`src/rtl/countdown_timer_pkg.sv`:
```
// Shared definitions for the countdown timer and its display path:
// state encoding, count width, seconds rollover and the preset clamp.
package countdown_timer_pkg;

   localparam int CNT_W = 6;
   localparam logic [CNT_W-1:0] SEC_MAX = 6'd59;

   typedef enum logic [1:0] {
      IDLE  = 2'd0,
      RUN   = 2'd1,
      PAUSE = 2'd2,
      DONE  = 2'd3
   } state_t;

   // Saturates a preset to its limit before it ever reaches a register.
   function automatic logic [CNT_W-1:0] clamp(input logic [CNT_W-1:0] value,
                                              input logic [CNT_W-1:0] limit);
      return (value > limit) ? limit : value;
   endfunction

endpackage

```
`src/rtl/countdown_timer_edge.sv`:
```
// Rising-edge detector for a level signal already synchronous to clk.
// One registered delay stage; rise is high for exactly one cycle per edge.
module rising_edge_detect (
   input  logic clk,
   input  logic reset,
   input  logic in,
   output logic rise
);

   logic in_d;

   always_ff @(posedge clk) begin
      if (reset) in_d <= 1'b0;
      else       in_d <= in;
   end

   assign rise = in & ~in_d;

endmodule

```
`src/rtl/countdown_timer.sv`:
```
// Minutes:seconds countdown timer driven by the clock modulator's 1 Hz output.
// Load, start/pause control, registered count and run/done status.
module countdown_timer
   import countdown_timer_pkg::*;
#(
   parameter logic [CNT_W-1:0] MAX_MIN = 6'd59
) (
   input  logic             clk,
   input  logic             reset,
   input  logic             tick_in,
   input  logic             load,
   input  logic [CNT_W-1:0] load_min,
   input  logic [CNT_W-1:0] load_sec,
   input  logic             start_pause,
   output logic [CNT_W-1:0] min_out,
   output logic [CNT_W-1:0] sec_out,
   output logic             running,
   output logic             done
);

   state_t           state;
   logic             tick_rise;
   logic [CNT_W-1:0] dec_min;
   logic [CNT_W-1:0] dec_sec;
   logic             dec_zero;
   logic             count_zero;

   rising_edge_detect u_tick_edge (
      .clk   (clk),
      .reset (reset),
      .in    (tick_in),
      .rise  (tick_rise)
   );

   assign count_zero = (min_out == '0) && (sec_out == '0);

   // Next count after one second; saturates at 00:00 so nothing wraps through 63.
   always_comb begin
      dec_min = min_out;
      dec_sec = sec_out;
      if (sec_out != '0) begin
         dec_sec = sec_out - 1'b1;
      end else if (min_out != '0) begin
         dec_min = min_out - 1'b1;
         dec_sec = SEC_MAX;
      end
      dec_zero = (dec_min == '0) && (dec_sec == '0);
   end

   // NOTE: state, count and status flags share one always_ff with <= so every
   // output is registered and updates together on the same edge.
   always_ff @(posedge clk) begin
      if (reset) begin
         state   <= IDLE;
         min_out <= '0;
         sec_out <= '0;
         running <= 1'b0;
         done    <= 1'b0;
      end else begin
         case (state)
            RUN: begin
               if (tick_rise) begin
                  min_out <= dec_min;
                  sec_out <= dec_sec;
               end
               // Reaching zero outranks a simultaneous pause request.
               if (tick_rise && dec_zero) begin
                  state   <= DONE;
                  running <= 1'b0;
                  done    <= 1'b1;
               end else if (start_pause) begin
                  state   <= PAUSE;
                  running <= 1'b0;
               end
            end
            default: begin
               if (load) begin
                  min_out <= clamp(load_min, MAX_MIN);
                  sec_out <= clamp(load_sec, SEC_MAX);
                  state   <= IDLE;
                  running <= 1'b0;
                  done    <= 1'b0;
               end else if (start_pause && (state == PAUSE ||
                                            (state == IDLE && !count_zero))) begin
                  state   <= RUN;
                  running <= 1'b1;
               end
            end
         endcase
      end
   end

endmodule

```
`config.mk`:
```
export PLATFORM = sky130hd
export DESIGN_NAME = countdown_timer
export DESIGN_NICKNAME = d
export VERILOG_FILES = /design/src/rtl/countdown_timer_pkg.sv /design/src/rtl/countdown_timer_edge.sv /design/src/rtl/countdown_timer.sv
export SDC_FILE = /design/constraint.sdc
export NUM_CORES = 1
export LEC_CHECK = 0
export CORE_UTILIZATION = 54
export CTS_CLUSTER_DIAMETER = 60
export DETAILED_ROUTE_END_ITERATION = 12
export GPL_TIMING_DRIVEN = 0
export PLACE_DENSITY = 0.92
export RECOVER_POWER = 100
export SKIP_LAST_GASP = 1
export SLEW_MARGIN = 10
export SYNTH_ARGS = -nofsm -noshare
export SYNTH_HDL_FRONTEND = slang
export SYNTH_SLANG_ARGS = --single-unit
```
`constraint.sdc`:
```
create_clock -name clk -period 3 [get_ports clk]
set_input_delay 0.45 -clock clk [delete_from_list [all_inputs] [get_ports clk]]
set_output_delay 0.45 -clock clk [all_outputs]
set_load 0.05 [all_outputs]
```
After elaboration in Yosys (flattened, before gate mapping) --
Cells that the tools add are included.
Operators by class: add/sub/neg operators 2, $lt $le $gt $ge 2, eq/ne operators 5, muxes and demuxes 25, bitwise gates (word level) 2, reduce and logical (&&, ||, !) cells 19
Operators by type and width (number):
- 2-to-1 mux 6 bit | 12
- logical NOT 6 bit | 4
- > comparator 6 bit, second input constant | 2
- nonzero test 6 bit | 2
- subtractor 6 x 1 -> 6 bit, second input constant | 2
- 2-to-1 mux 2 bit | 5
- 2-to-1 mux 1 bit | 8
- AND reduction 2 bit | 3
- logical AND 1 bit | 5
- inequality test 2 bit, second input constant | 2
- inequality test 3 bit, second input constant | 1
- nonzero test 3 bit | 1
- == test 2 x 1 -> 1 bit, second input constant | 1
- == test 2 bit, second input constant | 1
- logical NOT 2 bit | 1
- nonzero test 2 bit | 1
- AND 1 bit | 1
- logical NOT 1 bit | 1
- logical OR 1 bit | 1
- NOT 1 bit | 1
Storage, ports and cells: bits in registers 17, bits of input ports 17, output and inout bits 14, logic and storage cells 61

Longest topological paths before layout --
Gate-level depths: netlist (run 1).
word-level depth 9, gate-level depth with buffers 7, mapped depth without buffers 7

By module --
From an unflattened synthesis (run 1), not the netlist that was laid out.
Unflattened totals: cell total of the unflattened synthesis 158, area total of the unflattened synthesis 1270.0 um^2
Modules (own cells, without submodules):
- countdown_timer | instances 1, cells an instance 155, area an instance 1222.4 um^2, seq. area each 320.3 um^2
- rising_edge_detect | instances 1, cells an instance 3, area an instance 47.5 um^2, seq. area each 20.0 um^2

Worst setup path before layout (run 1) --
No wires, ideal clock.
path kind register to register, from register sec_out[0], to register running, setup time 127 ps, arrival time 2184 ps, setup slack 689 ps, stages on the path, launching flop included 8, path buffers 0, period minus slack after synthesis 2311 ps, cells stage by stage dfxtp_1 -> inv_1 -> ha_1 -> or3b_4 -> o21ai_1 -> a2111oi_2 -> nand4_2 -> o2bb2ai_1
Between the ends: cells in the longest elaborated chain, start to end 8
Ends and longest elaborated chain:
- start, declared | line countdown_timer.sv:16 | output logic [CNT_W-1:0] sec_out,
- start signal, assigned | line countdown_timer.sv:64 | sec_out <= dec_sec;
- start signal, assigned | line countdown_timer.sv:79 | sec_out <= clamp(load_sec, SEC_MAX);
- branches (longest 8 deep; another with subtractor 6 x 1 -> 6 bit)
- end signal, assigned | line countdown_timer.sv:73 | running <= 1'b0;
- end signal, assigned | line countdown_timer.sv:81 | running <= 1'b0;
- end signal, assigned | line countdown_timer.sv:86 | running <= 1'b1;
- end, declared | line countdown_timer.sv:17 | output logic running,
Parallel ways; which one is timed is not known. A chain may end at the register's enable or synchronous reset.

Worst setup path in the final report (run 1) --
from register sec_out[0], to register min_out[2]
Between the ends: cells in the longest elaborated chain, start to end 4
Ends and longest elaborated chain:
- nonzero test 6 bit | line countdown_timer.sv:41 | if (sec_out != '0) begin
- 2-to-1 mux 6 bit | line countdown_timer.sv:41
- 2-to-1 mux 6 bit | line countdown_timer.sv:62 | if (tick_rise) begin
- 2-to-1 mux 6 bit | line countdown_timer.sv:60 | case (state)
- end signal, assigned | line countdown_timer.sv:63 | min_out <= dec_min;
- end signal, assigned | line countdown_timer.sv:78 | min_out <= clamp(load_min, MAX_MIN);
- end, declared | line countdown_timer.sv:15 | output logic [CNT_W-1:0] min_out,
Every way passes these cells. The select of a mux whose other input is x is not followed.

==> results of run 1 <==
-- metrics by stage --
stage / setup WS [ns] / std cells / hold slack [ns] / area, µm² / power (mW)
3_3_place_gp: 0.837 / 224 / 0.484 / 1690 / 0.694
2_1_floorplan: 0.689 / 167 / 0.540 / 1370 / 0.580
5_1_grt: 0.328 / 228 / 0.385 / 1690 / 0.861
4_1_cts: 0.744 / 228 / 0.385 / 1720 / 0.832
6_report: 0.435 / 228 / 0.386 / 1690 / 0.818
3_5_place_dp: 0.760 / 224 / 0.497 / 1690 / 0.705
-- final cells by class --
cell class                      count  area share, %
Tap cell                           28           2.08
Multi-Input combinational cell    136           53.6
Inverter                            6           1.34
Sequential cell                    17           20.2
Buffer                              8           4.01
Timing Repair Buffer               29           17.2
Clock buffer                        4           1.56
-- state kept, by name (all words and copies together), names as in the netlist --
register          flops
min_out               6
running               1
u_tick_edge.in_d      1
done                  1
state                 2
sec_out               6
-- cell families (layout without fill, tap and decap cells) --
family,Yosys count,count (layout)
AOI/OAI and AO/OA,58,58
xor gates and xnor gates,1,1
adders and majority gates,3,3
buffers and inverters,14,47
DFF,17,17
muxes,2,2
and+or+nand+nor,72,72
-- metal layers --
layer  vias up  global-route usage (%)  wire length [µm]
met5         -                       0                 0
met4         0                    5.70                86
met3        16                    6.38               424
met2       101                    57.6              1980
met1       715                    46.3              1770
li1        716                       -                 -
-- worst max-delay path, delay by kind of cell (launching register included) --
kind                       cells  cell delay (ns)
DFF                            1             0.40
AOI/OAI and AO/OA              3             0.81
buffers and inverters          1             0.11
and+or+nand+nor                2             0.92
adders and majority gates      1             0.25
-- power by group through the flow --
stage | registers (mW) | clock network [mW] | logic [mW]
final | 0.282 | 0.130 | 0.406
after global routing | 0.285 | 0.138 | 0.438
after CTS | 0.281 | 0.130 | 0.422
after detailed placement | 0.286 | 0 | 0.418
after global placement | 0.284 | 0 | 0.410
after floorplan | 0.338 | 0 | 0.242
-- worst min-delay path by stage --
stage | to | slack, ns | startpoint | depth (start not counted)
after floorplan | state[1] | 0.54 | state[1] | 2
after global placement | done | 0.48 | done | 2
after detailed placement | done | 0.50 | done | 2
after CTS | min_out[2] | 0.39 | reset | 2
after global routing | min_out[2] | 0.39 | reset | 2
final | min_out[2] | 0.39 | reset | 2
-- cell usage after synthesis, drive strengths merged (4+ instances only) --
library cell / instances / area, µm²
dfxtp: 17 / 340
nor2: 17 / 80.1
nand2: 13 / 48.8
a21oi: 11 / 55.1
o21ai: 9 / 45.0
nand4: 7 / 50.1
nor2b: 7 / 43.8
inv: 6 / 22.5
a211oi: 5 / 37.5
buf: 5 / 46.3
nand2b: 4 / 25.0
nand3: 4 / 20.0
nor3: 4 / 20.0
nor4: 4 / 31.3
o211ai: 4 / 30.0
-- placed cells by master, fill, tap and decap left out, drive strengths merged, types with 5 or more instances in the layout --
cell	n
clkbuf	7
nand4	7
a211oi	5
clkdlybuf4s50	14
nor2	17
dlygate4sd3	15
buf	5
nand2	13
inv	6
a21oi	11
nor2b	7
dfxtp	17
o21ai	9
==> summary by stage, run 1 <==
Yosys
Counting flops with a built-in enable in the synthesized netlist gives 0. The post-synthesis instance total is 167. Summing the sequential cell areas from Yosys gives 24.9% of the chip area. The adder and majority gate portion of the synthesized area is 2.75%.

The post-synth net total is 187. The share of synthesized area spent on multiplexers is 1.47%. After synthesis, the netlist uses 55 different library cells. By area, the combinational part of the netlist is dominated by simple AND/OR/NAND/NOR gates. The average instance area after synthesis is 8.18 µm². The synthesized-area fraction occupied by and/or/nand/nor cells is 32.4%. The synthesized netlist devotes 31.2% of its cell area to compound gates. For this run, the leading register cell type out of synthesis is dfxtp_1. The count of state elements after synthesis is 17.

During synthesis, Yosys emitted a total of 0 warnings. The cell area after synthesis is 1370 µm². The XOR/XNOR share of the synthesized area is 0.641%. The async set-reset flop share out of synthesis is 0%.

Critical path
The end point of the critical path is min_out[2]. The startpoint type of the worst setup path is a flip-flop. The critical path goes through inv_1 -> ha_1 -> or3b_1 -> nor2_1 -> a31oi_1 -> a311o_1 -> a311oi_2. Tracing the worst setup path back leads to its startpoint at sec_out[0]. Along the worst path, the maximum fanout reaches 7.

For the worst setup path, the data arrival time is 2.79 ns. The worst endpoint required time is 3.22 ns. The worst register-to-register path has a setup slack of 0.44 ns. In this run the critical register-to-register path is captured at min_out[2].

The critical path class is reg -> reg. The launch point of the worst reg-to-reg path is sec_out[0]. The capturing element type of the critical path is a flip-flop.

The number of cells on the worst reg-to-reg path is 7. The slowest stage cell on the critical path is or3b_1. For this run, the slowest stage of the critical path takes 0.46 ns.

Final layout
The relative area change from synthesis to final layout is 23.4%. After filler insertion, the fill cell instance count of the layout stands at 202. The area of the multi-input gates is 905 µm². The number of nets in the layout is 221. Cells fill 73.4% of the core in the end.

The antenna cell count is 0. The fraction of layout cells with a size suffix above 1 is 9.00%. Across the whole layout, storage elements account for 340 µm².

Timing
The total count of hold-check failures in the final report is 0. The maximum operating frequency is 390 MHz. The clock period minus final worst setup slack is 2.56 ns. Measured against its own limit, the worst slew margin works out to 46.0%. The final number of setup-violating endpoints is 0. The final critical path takes up 85.5% of the cycle.

The aggregate negative setup slack is 0 ns. The clock arrives with 0.00645 ns of skew. At the pin with the least slew margin, the transition time is 0.810 ns.

The max-slew violation total from the final report is 0. Setup repair after global routing left no endpoint under its margin.

Pwr
The reported net switching power is 0.364 mW. Registers are responsible for 34.4% of the overall power. In this run, the combinational gates consume 49.6% of the power. Internal power comes to 0.454 mW. IR analysis of the VDD net gives a maximum drop of 0.340 mV. For this design the ratio of total power to cell area is 485 nW/µm². The leakage power summed over all cells is 0.624 nW. The clock power share is 15.9%. The switching power as a share of total power is 44.5%.

Routing
In this run, the number of DRC markers left after iteration 0 of detailed routing was 103. The DRC violation count after routing is 0. The average routed wire per standard cell is 18.7 µm.

The detail route stage leaves a number of antenna-violating nets equal to 0. The number of iterations in the first detailed-routing pass is 8. The final layout contains routed wiring with a total length of 4.26 mm. The mean number of vias per cell is 6.79. The vias after detailed routing is 1548.

Clock network
The number of buffers inserted by hold repair at cts is 0. TritonCTS built the clock tree. Clock tree synthesis inserted a total of 3 buffers. The post-cts resize count is 0. The post-CTS repair timing setup buffer count is 0. The H-tree depth is 1. The clock tree root buffer cell is clkbuf_4. The clock latency of the later-clocked register in the worst-skew pair is 0.30 ns.

The clock net in this run drives a total of 17 sinks. The longest clock path from root to sink contains 2 buffers. Clock-pin slew was measured on the worst setup and hold paths at 0.11 ns.

Placement
The count of buffers added on input and output ports is 29. At the end of routability-driven placement, the weighted congestion stood at 0.959. Once detailed placement completed, the half-perimeter wirelength came to 3.07 mm.

Global routing
The pin count of the biggest net entering global routing is 11. The global-route wire length before repair is 6.98 mm. The initial antenna violation count is 0. After global routing the overflow that remains totals 0. The global-route usage over all layers is 34.5%.

The via count of the first global-routing pass came to 1448.

Min path
The worst min-delay path class is in -> reg.

Die
The floorplan step defined a die boundary enclosing 2740 µm². The number of top-level design ports is 31. The total number of placement rows is 17.

The core box area is 2300 µm². The initial standard-cell utilization of the core is 59.5%. The vertical extent of the die is 52.3 µm. Measured along the x axis, the die boundary spans 52.3 µm.

Run
The count of maximum capacitance violations is 0.

Status
The flow ran to the end, and the final reports show no timing, DRC or antenna violations.
(Power assumes the default switching activity.)
==> run 2, diff against run 1 <==
- REMOVE_ABC_BUFFERS: unset -> 1
==> run 2 against run 1 <==
Effect of this change:
- routed wire length is 11% lower
- clock skew fell by 0.0039 ns
- sequential share of layout area grew 0.73 points
- flip-flop and latch count stayed put
- clock-buffer cell count down 1
- global-route usage down 4.2 points
- combinational power fell by 7.9%
- non-clock buffer count decreased by 7
- register-to-register slack gained 0.02 ns
- fmax rose by 0.67%
- total power is 1.5% lower
- critical path type unchanged
- critical endpoint unchanged
- largest cell class unchanged
==> summary by stage, run 2 (synthesis results as in run 1) <==
Clock network
CTS built an H-tree with a depth of 1. The clock reaches the later pin of the worst-skew pair after 0.32 ns. After clock tree synthesis, the repair step resized 0 gates. The clock tree from TritonCTS is yes. The post-CTS repair timing setup buffer count is 0. The number of buffers inserted during clock tree synthesis is 3. The number of clock sinks seen by CTS is 17. The number of buffers inserted by hold repair at cts is 0. The buffer levels on the longest clock path is 2. The clock tree root buffer cell is clkbuf_4. Clock-pin slew was measured on the worst setup and hold paths at 0.12 ns.

Min path
The number of instances on the worst hold path is 2. For hold timing, the worst endpoint is done. The beginning of the worst hold path is done. The worst min-delay path class is reg -> reg.

Critical path
Data arrives at the worst endpoint at 2.79 ns. Along the worst path, the maximum fanout reaches 7. The capturing element type of the critical path is a flip-flop.

Measured in cells, the most critical reg-to-reg path has a length of 7. Across all register-to-register paths, the minimum setup slack is 0.45 ns. The critical path in this run is classified as reg -> reg.

The worst reg2reg path endpoint is min_out[2]. The launch point of the worst reg-to-reg path is sec_out[0]. The critical path starts at sec_out[0]. STA classifies the critical path startpoint as a flip-flop. For the worst setup path, the data required time is 3.24 ns.

Pwr
The total power divided by cell area is 495 nW/µm². The peak ir drop on the vdd network is 0.448 mV. Summed over all cells, the static leakage comes to 0.584 nW.

Die
The horizontal die dimension is 52.3 µm. The number of top-level design ports is 31. The total number of placement rows is 17. Once the floorplan was initialized, standard cells occupied 59.5% of the core.

The core box area is 2300 µm². The die covers 2740 µm². The floorplan step set the die height to 52.3 µm.

Timing
Counting I/O delays and the setup requirement, the final critical path takes 2.55 ns. Adding up every negative setup slack in the final design gives 0 ns. The tightest slew margin relative to the limit is 43.3%. Setup repair after global routing left no endpoint under its margin. The maximum operating frequency is 392 MHz. For the pin with the worst max-slew slack, the measured transition is 0.850 ns. The max-slew violation total from the final report is 0.

Hold is met by 0.519 ns. The clock skew after layout is 0.00258 ns. The post-route fraction of the period consumed by the critical path is 84.9%. The total count of hold-check failures in the final report was 0. Setup violations remaining at the end of the flow were counted as 0.

Final layout
The antenna cell count is 0. The net count of the finished layout is 214. In the layout the commonest cells are 17 x nor2_1, 17 x dfxtp_1, 15 x clkdlybuf4s50_1, 15 x dlygate4sd3_1, 13 x nand2_1. The relative area change from synthesis to final layout is 19.1%. In the final layout, the registers with the most flip-flops are min_out: 6 flops, sec_out: 6 flops, state: 2 flops.

Of the cells placed in the final design, the portion with a size suffix greater than 1 is 6.74%. The post-route non-filler standard cell count is 221. After routing the design area is 1630 µm².

Routing
The detailed router finished its first iteration with 65 violations. The mean number of vias per cell is 6.77. The remaining number of nets flagged by the antenna check after routing is 0.

For this block, the via count after detailed routing is 1496. After detailed routing, the average wire length per cell comes to 17.1 µm. The number of iterations in the first detailed-routing pass is 4. The aggregate routed wire length is 3.77 mm.

The DRC violation count after routing is 0.

Placement
The post-detailed-placement cell area is 1630 µm². Once detailed placement completed, the half-perimeter wirelength came to 2.75 mm. The final weighted congestion in routability-driven placement is 0.918. The count of buffers from port buffering is 30.

Counting tap cells, the placed design contains a total of 217 instances.

Global routing
The global-route usage over all layers is 30.3%. The total congestion overflow is 0. The via count of the first global-routing pass was 1415. Entering global routing, the biggest net connects 21 pins. The first global-routing pass estimated 6.15 mm of wire. The initial antenna violation count is 0.

Status
The run finished with clean final reports.

Run
Across the run, the number of max-cap violations was 0.
run 2: cell count changes in the layout (fill, tap and decap cells not counted), sizes merged:
| cell | before | now |
|---|---|---|
| buf | 5 | 0 |
| clkdlybuf4s50 | 14 | 15 |
| clkinvlp | 0 | 1 |
| clkbuf | 7 | 3 |
run 2: how the worst max path moves through the flow:
stage	end	slack [ns]	cells past startpoint
3_3_place_gp	running	0.82	7
4_1_cts	state[0]	0.74	7
5_1_grt	min_out[2]	0.41	7
3_5_place_dp	running	0.78	7
6_report	min_out[2]	0.45	7
2_1_floorplan	done	0.70	7
run 2: through the flow:
step / worst slack (ns) / power [mW] / utilization (%)
final: 0.452 / 0.805 / 70.9
after global routing: 0.413 / 0.850 / 70.9
after CTS: 0.743 / 0.825 / 72.4
after detailed placement: 0.783 / 0.684 / 71.1
after global placement: 0.819 / 0.675 / 71.1
after floorplan: 0.697 / 0.563 / -
run 2: worst max-delay path: stages, from the launching register on:
cell      delay [ns]
dfxtp_1         0.40
inv_1           0.12
ha_1            0.27
or3b_1          0.47
nor2_1          0.48
a31oi_1         0.16
a311o_1         0.35
a311oi_2        0.22
run 2: cell type report:
cell class                 instances  area, µm²
sequential                        17        340
clock buffer                       3       22.5
clock inverter                     1       7.51
multi-input combinational        136        900
timing repair buffer              30        300
inverter                           6       22.5
fill                             204        669
tap                               28       35.0
run 2: report_power, final:
part / switching, mW / internal [mW] / total, mW
Sequential: 0.0411 / 0.246 / 0.287
Clock: 0.0933 / 0.0511 / 0.144
Combinational: 0.229 / 0.145 / 0.374
Total: 0.364 / 0.442 / 0.805
run 2: layer usage:
metal / part of all wire [%] / GRT usage, % / vias up
met5: 0 / 0 / -
met4: 2.1 / 15.4 / 0
met3: 6.3 / 6.09 / 12
met2: 48 / 48.9 / 63
met1: 44 / 37.8 / 714
li1: - / - / 707
==> run 3, diff against run 2 <==
- CORE_UTILIZATION: 54 -> 45
- PLACE_DENSITY: 0.92 -> 0.83
- clock period: 3 -> 2.3 ns (I/O delays scaled with it)
==> run 3 against run 2 <==
Effect of this change:
- the run now ends with DRC left
- non-clock buffer count grew 2
- clock skew is 0.0068 ns higher
- critical path depth is 6 lower
- via count decreased by 0.13%
- clock-buffer cell count did not move
- utilization decreased by 11 points
- worst setup slack worse by 0.31 ns
- die area increased by 19%
- cell count increased by 2.3%
- worst hold slack better by 0.0020 ns
- sequential share of layout area decreased by 0.41 points
- final area increased by 2.8%
- critical endpoint is now min_out[4]
- largest cell class unchanged
- largest power group unchanged
- highest routed layer unchanged
==> summary by stage, run 3 (synthesis results as in run 1) <==
Final layout
In the layout the commonest cells are 16 x nor2_1, 15 x dfxtp_1, 15 x clkdlybuf4s50_1, 15 x dlygate4sd3_1, 13 x nand2_1. The largest registers in the layout are min_out: 6 flops, sec_out: 6 flops, state: 2 flops. From synthesis to final layout, the design area changed by 22.4%. At the end of the flow the core is filled with cells to 59.6%. The number of nets in the layout is 216.

The commonest non-fill, non-tap cell in the layout is nor2_1. The fraction of layout cells with a size suffix above 1 is 11.3%. The antenna cell count is 0. The finished cells cover 1670 µm². After the flow finishes, the layout carries non-filler instances totaling 226.

The number of filler cells placed in the layout is 265.

Timing
The routed design could run at a clock period as short as 2.16 ns. The tightest slew margin relative to the limit is 46.1%. The max-slew violation total from the final report was 0. Setup violations remaining at the end of the flow were counted as 0. The total count of hold-check failures in the final report is 0. Setup repair after global routing left no endpoint under its margin. After layout, the worst path uses 94.0% of the clock period. Static timing analysis puts the maximum clock frequency at 463 MHz. The clock skew after layout is 0.00937 ns. For the pin with the worst max-slew slack, the measured transition is 0.806 ns.

Routing
The number of design-rule violations left by the first detailed-router iteration is 99. Dividing the detail-routed wire length by the instance count gives 17.3 µm. For this run, design rule violations remaining after detail routing come to 4. The mean number of vias per cell is 6.61. The routed design has 3.90 mm of wire.

The count of nets left with antenna violations once routing finished came out at 0. The number of iterations in the first detailed-routing pass is 9. The final route contains 1494 vias.

Status
The checks that failed: DRC. The run finished, with violations left.

Die
The total number of placement rows is 19. The floorplan die area is 3260 µm². The initial utilization of the core area, before any placement, comes to 48.7%. The number of top-level design ports is 31.

From bottom edge to top edge, the die measures 57.1 µm. The horizontal die dimension is 57.1 µm. After floorplanning, the core was sized to cover 2810 µm².

Placement
The HPWL after detailed placement is 2.85 mm. Buffers placed on the I/O ports in this run total 30. The post-detailed-placement cell area is 1640 µm². The number of placed instances, taps included, is 220.

At the end of routability-driven placement, the weighted congestion stood at 0.966.

Global routing
Entering global routing, the biggest net connects 21 pins. The via count of the first global-routing pass came to 1367. After global routing the overflow that remains totals 0. The initial antenna violation count is 0.

The global-route track usage on met3 is 3.85%. The global routing usage on met1 is 32.4%. met2 is the most crowded layer. The first global-routing pass estimated 6.29 mm of wire. The met2 usage is 40.2%. Global routing used 24.4% of the available tracks.

Critical path
Walking the worst path, the cells encountered are dlygate4sd3_1. STA classifies the critical path startpoint as a flip-flop. The critical path class is reg -> out.

Among cell families on the critical path, the largest total delay comes from buffers and inverters. The delay of the slowest critical-path stage is 0.94 ns. The critical path arrival is 1.82 ns.

The slowest stage of the critical path belongs to the cell dlygate4sd3_1. The launch point of the worst reg-to-reg path is state[0]. The worst reg2reg path endpoint is min_out[5]. The worst endpoint required time is 1.96 ns.

For the worst flop-to-flop path, the logic depth is 5. Counting both buffers and inverters, the worst setup path holds a total of 1. The largest driver fanout on the critical path is 8. STA classifies the critical path endpoint as a primary output. For flop-to-flop paths, the worst setup slack is 0.14 ns.

Clock network
The clock latency of the later-clocked register in the worst-skew pair is 0.30 ns. In this run the number of H-tree levels came out at 1. The number of clock sinks seen by CTS is 17. No sink is reached through more buffers than the 2 on the longest clock path. The tree is rooted in a clkbuf_4. Clock-pin slew was measured on the worst setup and hold paths at 0.11 ns. The clock tree from TritonCTS is yes. For this design, the CTS-stage hold fixing added 0 buffers. Buffers inserted during clock tree synthesis total 3.

Min path
The beginning of the worst hold path is sec_out[1]. The end point of the worst hold path is sec_out[1]. The worst hold path belongs to the class reg -> reg. The number of instances on the worst hold path is 2.

Pwr
VDD sags by at most 0.433 mV. For this design the static power due to leakage is 0.601 nW. The total power divided by cell area is 634 nW/µm².

Run
The count of maximum capacitance violations is 0.
run 3: cell count changes in the layout (fill, tap and decap cells not counted), sizes merged:
cell,before,now
buf,0,1
clkbuf,3,4
clkinv,0,1
clkinvlp,1,0
run 3: area by class of cell:
cell class | count | area [µm²] | share of cell area [%]
clock inverters | 1 | 5.00 | 0.299
clock buffers | 3 | 22.5 | 1.35
well taps | 31 | 38.8 | 2.32
flip-flops and latches | 17 | 343 | 20.5
multi-input cells | 136 | 930 | 55.6
inverters | 6 | 22.5 | 1.35
repair buffers | 32 | 312 | 18.6
run 3: worst max-delay path by stage:
stage | startpoint | cells after the start | slack, ns | end
2_1_floorplan | sec_out[0] | 7 | -0.003 | done
3_3_place_gp | sec_out[0] | 7 | 0.09 | running
3_5_place_dp | sec_out[0] | 7 | 0.04 | done
4_1_cts | sec_out[1] | 7 | 0.07 | done
5_1_grt | state[0] | 5 | 0.0005 | min_out[5]
6_report | min_out[4] | 1 | 0.14 | min_out[4]
run 3: repair_timing:
| item | in CTS | in global routing |
|---|---|---|
| buffers inserted | 0 | 2 |
| endpoints found under the setup margin | 1 | 3 |
| pin swaps | 0 | 1 |
| gates cloned | 0 | 0 |
| resized for setup | 1 | 2 |
run 3: layer usage:
layer	wire length (µm)	up-vias
met3	281	11
met4	78	0
li1	-	706
met5	0	-
met1	1670	707
met2	1870	70
run 3: stage by stage:
| stage | power, mW | hold slack [ns] | setup TNS (ns) | setup slack (ns) |
|---|---|---|---|---|
| floorplan | 0.735 | 0.413 | -0.00388 | -0.00273 |
| global placement | 0.889 | 0.490 | 0 | 0.0878 |
| detailed placement | 0.895 | 0.534 | 0 | 0.0403 |
| CTS | 1.06 | 0.527 | 0 | 0.0715 |
| global route | 1.12 | 0.553 | 0 | 0.000456 |
| finish | 1.06 | 0.521 | 0 | 0.138 |
run 3: power breakdown:
part / switching (mW) / leakage [nW] / total, mW / internal (mW)
registers: 0.0549 / 0.141 / 0.376 / 0.321
clock network: 0.102 / 0.0177 / 0.166 / 0.0648
logic: 0.314 / 0.442 / 0.518 / 0.204
==> variant (settings of run 3) <==
Reset style: asynchronous (`reset`), changed in 2 clocked blocks.
--- a/src/rtl/countdown_timer_edge.sv
+++ b/src/rtl/countdown_timer_edge.sv
@@ -9,7 +9,7 @@
 
    logic in_d;
 
-   always_ff @(posedge clk) begin
+   always_ff @(posedge clk or posedge reset) begin
       if (reset) in_d <= 1'b0;
       else       in_d <= in;
    end
--- a/src/rtl/countdown_timer.sv
+++ b/src/rtl/countdown_timer.sv
@@ -49,7 +49,7 @@
 
    // NOTE: state, count and status flags share one always_ff with <= so every
    // output is registered and updates together on the same edge.
-   always_ff @(posedge clk) begin
+   always_ff @(posedge clk or posedge reset) begin
       if (reset) begin
          state   <= IDLE;
          min_out <= '0;
Function: differs if reset is asserted again (counterexample within 4 cycles, from zero or initial values and one cycle with reset high); with reset held inactive, the same outputs for 10 cycles.
==> variant against run 3 <==
Count of clock-buffer cells in the layout increased by 1; cell area decreased by 3.7%; routed wire length decreased by 17%; utilization increased by 4.8 points; area after synthesis decreased by 12%; highest routed layer unchanged; setup slack got worse by 0.039 ns; sequential cell count unchanged.
Power is not compared: it rests on default switching activity, and its combinational part moved more than twofold at a synthesized area within 25%.
==> variant: results (changes against run 3) <==
synth:
  synth_cell_types: 41  # was 55
  async_flop_share_pct: 100  # was 0%
  synth.top_cells.by_count: "21 x nor2_1, 17 x dfrtp_1, 16 x nand2_1, 14 x a21oi_1, 11 x o21ai_0"  # was 17 x dfxtp_1, 16 x nor2_1, 13 x nand2_1, 11 x a21oi_1, 8 x o21ai_0
  synth_flop_cell: "dfrtp_1"  # was dfxtp_1
  synth.area.top_cells: "dfrtp_1 35%, nor2_1 6.5%, a21oi_1 5.8%"  # was dfxtp_1 25%, nor2_1 4.4%, a21oi_1 4.0%
  yosysSeqAreaShare_pct: 35.3  # was 24.9%
setup_path:
  crit_slowest_cell: "dfrtp_1"  # was dlygate4sd3_1
  critPathTopFamily: "simple AND/OR/NAND/NOR gates"  # was buffers and inverters
  cp-startpoint: "min_out[0]"  # was min_out[4]
  cp_data_arrival_time_ns: 2.35  # was 1.82 ns
  cp_max_fo: 7  # was 8
  critPathMaxStageDelay_ns: 0.48  # was 0.94 ns
clock_tree:
  clk_pin_slew_worst_paths_ns: 0.10
  cts_root_buf: "clkbuf_4"  # unchanged
  holdBufCountCts: 0  # unchanged
  clockBufferDepth: 2  # unchanged
  cts.htree.levels: 1  # unchanged
  cts_buffers: 3  # unchanged
  insertion_delay_ns: 0.30  # about the same
  cts-resized-gates: 3  # was 1
  post-cts-setup-buffer-count: 0  # unchanged
drt:
  vias_per_cell: 6.02  # was 6.61
  drtPass1Iterations: 4  # was 9
  routed_wl_mm: 3.25  # was 3.90 mm
  first_iter_violations: 61  # was 99
worst_hold_path:
  holdCritPathClass: "flip-flop to flip-flop"  # unchanged
  hp-start: "done"  # was sec_out[1]
layout:
  num-fill-cells: 205  # was 265
  layout-drive-gt1-share_pct: 9.78  # was 11.3%
  top_regs: "min_out (6), sec_out (6), state (2)"  # unchanged
  final_net_count: 205  # was 216
placed_design:
  hpwl_mm: 2.28  # was 2.85 mm
  place_ws_ns: -0.232  # was 0.0403 ns
  gp_congestion: 0.945  # was 0.966
  port_buffers: 30  # unchanged
global_routing:
  grt_pass1_wl_mm: 5.08  # was 6.29 mm
  track_usage_pct: 24.8  # was 24.4%
  antenna_found_initial: 0  # unchanged
  grt_max_degree: 18  # was 21
  grt_pass1_vias: 1203  # was 1367
timing:
  worst_slew_pin_slew_ns: 0.897  # was 0.806 ns
  fin_worst_skew_ns: 0.00158  # was 0.00937 ns
pwr:
  p_leak_nw: 0.681
  peakVddDrop_mv: 0.861
run_status:
  status: "finished, final reports clean"  # was finished with violations
[variant: worst register-to-register path: stages, from the launching register on]
cell,delay [ns]
dfrtp_1,0.48
inv_1,0.12
ha_1,0.23
nand2b_1,0.13
o311ai_4,0.33
and2_1,0.19
o21ai_2,0.09
nor4_4,0.37
a21oi_1,0.12
[variant: cell type report]
cell class	count	share of cell area, %
clock buffer	4	1.63
inverter	9	2.10
multi-input combinational	121	47.4
sequential	17	26.5
tap	30	2.33
timing repair buffer	33	20.0
[variant: worst paths after layout]
kind	slack, ns	depth (start not counted)	to
max	0.1	8	running
max in group asynchronous	1.27	2	sec_out[0]
min reg2reg	0.51	1	done
min in group asynchronous	0.57	2	min_out[4]
max reg2reg	0.1	8	running
min	0.51	1	done
[variant: kinds of logic after synthesis]
kind of cell,Yosys count,synth area share (%)
AO/OA/AOI/OAI,49,25.9
adder cells (fa/ha/maj),3,3.12
XOR/XNOR,1,0.728
AND/OR/NAND/NOR,63,25.8
flip-flops,17,35.3
multiplexers,5,4.16
buffers and inverters,14,4.99
[variant: per-stage QoR]
stage               instances  hold slack [ns]  area [um2]
global route              214            0.558        1610
CTS                       211            0.461        1560
global placement          207            0.500        1520
finish                    214            0.513        1610
detailed placement        207            0.493        1520
floorplan                 147            0.271        1180
[variant: per-layer routing]
layer | track usage (%) | vias to the layer above | wire (um)
li1 | - | 617 | -
met1 | 28.3 | 627 | 1390
met2 | 42.4 | 38 | 1650
met3 | 3.95 | 6 | 142
met4 | 15.8 | 0 | 68
met5 | 0 | - | 0
[variant: power by group]
part | total [mW] | internal, mW | switching, mW | leakage [nW]
Clock | 0.167 | 0.0676 | 0.0993 | 0.0150
Combinational | 1.42 | 0.512 | 0.905 | 0.465
Sequential | 0.655 | 0.421 | 0.235 | 0.201
